<file path="src/rtl/uart_pkg.sv">
`default_nettype none
// ============================================================================
// uart_pkg : UART data width and bit/character timing shared by the rx path
// Revision : 1.0
// ============================================================================
package uart_pkg;
  localparam int UART_DATA_W            = 8;
  localparam int CLKS_PER_BIT           = 10;
  localparam int CHAR_CLKS              = 10 * CLKS_PER_BIT;
  localparam int DEFAULT_TIMEOUT_CYCLES = 4 * CHAR_CLKS;
endpackage
`default_nettype wire

</file>
<file path="src/rtl/uart_fifo_mem.sv">
`default_nettype none
// ============================================================================
// uart_fifo_mem : DEPTH x DATA_W register array, one write port, async read
// Revision      : 1.0
// ============================================================================
module uart_fifo_mem
  import uart_pkg::*;
#(
  parameter int DEPTH  = 16,
  parameter int DATA_W = UART_DATA_W
) (
  input  logic                     clk_i,
  input  logic                     rstn_i,
  input  logic                     we_i,
  input  logic [$clog2(DEPTH)-1:0] waddr_i,
  input  logic [DATA_W-1:0]        wdata_i,
  input  logic [$clog2(DEPTH)-1:0] raddr_i,
  output logic [DATA_W-1:0]        rdata_o
);

  logic [DATA_W-1:0] r_mem [DEPTH];

  // Entries are reset so the head byte reads 0 out of reset.
  always_ff @(posedge clk_i or negedge rstn_i) begin
    if (!rstn_i) begin
      for (int i = 0; i < DEPTH; i++) r_mem[i] <= '0;
    end else if (we_i) begin
      r_mem[waddr_i] <= wdata_i;
    end
  end

  assign rdata_o = r_mem[raddr_i];

endmodule
`default_nettype wire

</file>
<file path="src/rtl/uart_rx_fifo.sv">
`default_nettype none
// ============================================================================
// uart_rx_fifo : FWFT byte buffer behind uart_rx with level, overrun, timeout
// Revision     : 1.0
// ============================================================================
module uart_rx_fifo
  import uart_pkg::*;
#(
  parameter int DEPTH          = 16,
  parameter int DATA_W         = UART_DATA_W,
  parameter int AF_THRESH      = 12,
  parameter int TIMEOUT_CYCLES = DEFAULT_TIMEOUT_CYCLES
) (
  input  logic                   clk_i,
  input  logic                   rstn_i,
  input  logic [DATA_W-1:0]      rx_data_i,
  input  logic                   rx_done_tick_i,
  input  logic                   rx_active_i,
  output logic [DATA_W-1:0]      m_data_o,
  output logic                   m_valid_o,
  input  logic                   m_ready_i,
  input  logic                   flush_i,
  input  logic                   clr_ovr_i,
  output logic [$clog2(DEPTH):0] level_o,
  output logic                   almost_full_o,
  output logic                   overrun_o,
  output logic                   rx_timeout_o
);

  localparam int c_AW = $clog2(DEPTH);
  localparam int c_LW = c_AW + 1;
  localparam int c_TW = $clog2(TIMEOUT_CYCLES + 1);
  localparam logic [c_LW-1:0] c_FULL   = c_LW'(DEPTH);
  localparam logic [c_LW-1:0] c_AF     = c_LW'(AF_THRESH);
  localparam logic [c_TW-1:0] c_TO_MAX = c_TW'(TIMEOUT_CYCLES);

  logic [c_AW-1:0] r_wr_ptr;
  logic [c_AW-1:0] r_rd_ptr;
  logic [c_LW-1:0] r_level;
  logic            r_overrun;
  logic [c_TW-1:0] r_idle_cnt;

  logic w_empty;
  logic w_full;
  logic w_pop;
  logic w_push;
  logic w_drop;
  logic w_idle_clr;

  assign w_empty = (r_level == '0);
  assign w_full  = (r_level == c_FULL);
  // A pop frees the slot the same-cycle push writes into, so full+pop still accepts.
  assign w_pop      = m_ready_i && !w_empty && !flush_i;
  assign w_push     = rx_done_tick_i && (!w_full || w_pop) && !flush_i;
  assign w_drop     = rx_done_tick_i && !w_push && !flush_i;
  assign w_idle_clr = w_push || w_pop || rx_active_i || w_empty || flush_i;

  always_ff @(posedge clk_i or negedge rstn_i) begin
    if (!rstn_i) begin
      r_wr_ptr   <= '0;
      r_rd_ptr   <= '0;
      r_level    <= '0;
      r_overrun  <= 1'b0;
      r_idle_cnt <= '0;
    end else if (flush_i) begin
      r_wr_ptr   <= '0;
      r_rd_ptr   <= '0;
      r_level    <= '0;
      r_overrun  <= 1'b0;
      r_idle_cnt <= '0;
    end else begin
      if (w_push) r_wr_ptr <= r_wr_ptr + 1'b1;
      if (w_pop)  r_rd_ptr <= r_rd_ptr + 1'b1;
      if (w_push && !w_pop)      r_level <= r_level + 1'b1;
      else if (w_pop && !w_push) r_level <= r_level - 1'b1;
      // A drop in the clearing cycle keeps the flag set.
      if (w_drop)         r_overrun <= 1'b1;
      else if (clr_ovr_i) r_overrun <= 1'b0;
      if (w_idle_clr)                 r_idle_cnt <= '0;
      else if (r_idle_cnt != c_TO_MAX) r_idle_cnt <= r_idle_cnt + 1'b1;
    end
  end

  uart_fifo_mem #(
    .DEPTH  (DEPTH),
    .DATA_W (DATA_W)
  ) u_mem (
    .clk_i   (clk_i),
    .rstn_i  (rstn_i),
    .we_i    (w_push),
    .waddr_i (r_wr_ptr),
    .wdata_i (rx_data_i),
    .raddr_i (r_rd_ptr),
    .rdata_o (m_data_o)
  );

  assign m_valid_o     = !w_empty;
  assign level_o       = r_level;
  assign almost_full_o = (r_level >= c_AF);
  assign overrun_o     = r_overrun;
  assign rx_timeout_o  = (r_idle_cnt == c_TO_MAX);

endmodule
`default_nettype wire

</file>
<file path="config.mk">
export PLATFORM = sky130hd
export DESIGN_NAME = uart_rx_fifo
export DESIGN_NICKNAME = d
export VERILOG_FILES = /design/src/rtl/uart_pkg.sv /design/src/rtl/uart_fifo_mem.sv /design/src/rtl/uart_rx_fifo.sv
export SDC_FILE = /design/constraint.sdc
export NUM_CORES = 1
export LEC_CHECK = 0
export CAP_MARGIN = 20
export CORE_MARGIN = 10
export CORE_UTILIZATION = 35
export DETAILED_ROUTE_END_ITERATION = 16
export PLACE_DENSITY = 0.49
export SLEW_MARGIN = 20
export SYNTH_ARGS = -nofsm -noshare
export SYNTH_HDL_FRONTEND = slang
export SYNTH_HIERARCHICAL = 1
export SYNTH_SLANG_ARGS = --single-unit
</file>
<file path="constraint.sdc">
create_clock -name clk_i -period 3.4 [get_ports clk_i]
set_clock_uncertainty 0.05 [all_clocks]
set_input_delay 0.34 -clock clk_i [delete_from_list [all_inputs] [get_ports clk_i]]
set_output_delay 0.34 -clock clk_i [all_outputs]
set_load 0.01 [all_outputs]
</file>
==> results.txt <==
Data arrival, critical path = 3.37 ns
Synth top cells by count = dfrtp_1, mux2_2, mux4_2, nor2_1, nand2_1
Clock Sink Count = 151
I/O Buffers = 31
final setup fails = 0
crit path buf inv count = 0
CP cell instances = or4_4 > o21ai_2 > nand2_1 > fa_1 > a21o_1 > a21o_1 > and3_1 > o21ai_0 > nor3b_1
Max-cap violations = 0
Mapped Nets = 517
slowest CP cell = or4_4
total gr overflow = 0
Rows = 52
routability congestion estimate = 0.7392
core area = 20230 um2
Root Driver = clkbuf_16
Cell Pwr Density = 653.7 nW/um2
Crit path required time = 3.67 ns
Die ar. = 26740 um2
Yosys reg bits = 151
Post-DP HPWL = 10500 um
TNS Setup = 0 ns
Post-Synthesis Cells = 493
Worst path most repeated cell = a21o_1
ANT cells = 0
number of fill cells = 1838
CP delay by family, top = simple AND/OR/NAND/NOR gates
Hold Crit Start = u_mem/r_mem[41]
area leader, netlist = dfrtp_1
maximum fanout along the worst path = 7
Peak VDD IR = 0.0003006 V
critical path type = reg -> reg
period utilization = 0.9132
Starting Density = 0.3562
Largest stage delay, worst path = 0.58 ns
first-pass GRT wire length = 26300 um
Seq/Total Area, Yosys = 0.5242
RSZ-0062 raised after global routing = false
Max clock buf depth = 2
reg2reg start = level_o[2]
endpoint class of the critical path = flip-flop
Hold Fails Final Rpt = 0
Post-CTS Setup Inserts = 0
later-pin clock latency in the skew report = 0.41 ns
EDFF count, synth = 0
DRT antenna net count = 0
initial drt markers = 213
Total GRT Usage = 0.1279
CP startpoint kind = flip-flop
DIE HEIGHT = 163.5 um
most numerous cell in the Yosys netlist = dfrtp_1
vias = 4150
fin crit period = 3.105 ns
CTS Buf Count = 17
synth top area cells = dfrtp_1, mux2_2, mux4_2
Boundary Pins = 32
vias per inst = 5.086
Synth Cell Area = 7208 um2
Mapped Avg Cell Area = 14.62 um2
main flop type after synthesis = dfrtp_1
Netlist cell types = 46
Yosys warning total = 6
wire length per cell = 19.83 um
first-pass iteration count of the detailed router = 4
Slew HR = 0.4500
number of nets in the layout = 557
Setup crit start = level_o[2]
worst min-delay path class = reg -> reg
Synth async-reset ratio = 1.000
CTS tree = yes
vias in the first global route = 4479
Leak = 0.003806 uW
Worst-path clk slew = 0.06 ns
# DRC = 0
initial antenna violation count = 0
WHS = 0.4509 ns
total wire length = 16180 um
outcome = completed
Die Wd = 163.5 um
area grow syn2layout = 18.04%
share of the synthesized area in the top cell type = 0.5242
fraction of layout cells with a size suffix above 1 = 0.4194
largest net degree at the start of global routing = 87
H-tree depth = 4
Max Freq = 322.1 MHz
measured slew at the worst slew-check pin = 0.8250 ns
Max Slew Vio Count = 0
-- per-layer routing --
layer | routed length [um] | vias to the layer above | GRT usage
met2 | 7808 | 42 | 0.2012
met4 | 187 | 0 | 0.03737
met1 | 7745 | 2205 | 0.1730
met5 | 0 | - | 0
met3 | 439 | 12 | 0.02869
li1 | - | 1891 | -
-- state kept, by name (all words and copies together) (netlist names) --
signal,count
r_wr_ptr,4
u_mem/r_mem,128
r_idle_cnt,9
level_o,5
r_rd_ptr,4
overrun_o,1
-- worst paths after layout --
check	to	depth (start not counted)	slack (ns)
max	level_o[4]	9	0.30
min	u_mem/r_mem[41]	1	0.45
max reg2reg	level_o[4]	9	0.30
min reg2reg	u_mem/r_mem[41]	1	0.45
max in group asynchronous	u_mem/r_mem[102]	3	1.91
min in group asynchronous	r_idle_cnt[3]	2	0.51
-- worst register-to-register path, cell delays in order (launching register included) --
cell and delay, ns:
dfrtp_1 0.46, or4_4 0.58, o21ai_2 0.23, nand2_1 0.21
fa_1 0.46, a21o_1 0.19, a21o_1 0.18, and3_1 0.19
o21ai_0 0.21, nor3b_1 0.24
-- kinds of logic after synthesis --
family,Yosys count,share of synthesized area
fa+ha+maj,9,0.01666
mux,166,0.3133
compound gates,30,0.03107
xor+xnor,15,0.01823
buf+inv,30,0.01979
simple gates,92,0.07672
flops,151,0.5242
-- power by group --
part / internal [uW] / switching [uW]
combinational: 784 / 605
clock: 1210 / 762
sequential: 2030 / 178
total: 4020 / 1540
-- placed cells by master (no fill, tap or decap), drive strengths merged, types with 9 or more instances in the layout --
master	instances
dfrtp	151
mux2	133
mux4	32
clkdlybuf4s50	30
nor2	28
clkbuf	20
nand2	18
a22oi	16
buf	16
xor2	9
-- repair_timing --
item | in CTS | in global routing
resized for setup | 0 | 1
hold endpoints to repair | 37 | 0
hold buffers | 1 | 0
setup endpoints to repair | 0 | 1
-- through the flow --
stage               setup slack [ns]  total power, uW  utilization  area (um2)  std cells
detailed placement            0.1181             3654       0.3889        7869        783
CTS                           0.2767             5649       0.4202        8502        816
global placement              0.4086             3616       0.3889        7869        783
floorplan                     0.3673             3099            -        7208        493
global route                 0.03967             5861       0.4205        8508        816
finish                        0.2952             5562       0.4205        8508        816
-- layout make-up --
| class | count | area [um2] | share of cell area |
|---|---|---|---|
| clock buffer | 20 | 456.7 | 0.05368 |
| multi-input combinational | 312 | 3293 | 0.3871 |
| sequential | 151 | 3780 | 0.4443 |
| timing repair buffer | 47 | 459.2 | 0.05397 |
| clock inverter | 12 | 166.4 | 0.01956 |
| tap | 270 | 337.8 | 0.03971 |
| inverter | 4 | 15.01 | 0.001765 |
No activity file was read; power rests on OpenSTA's default activity.
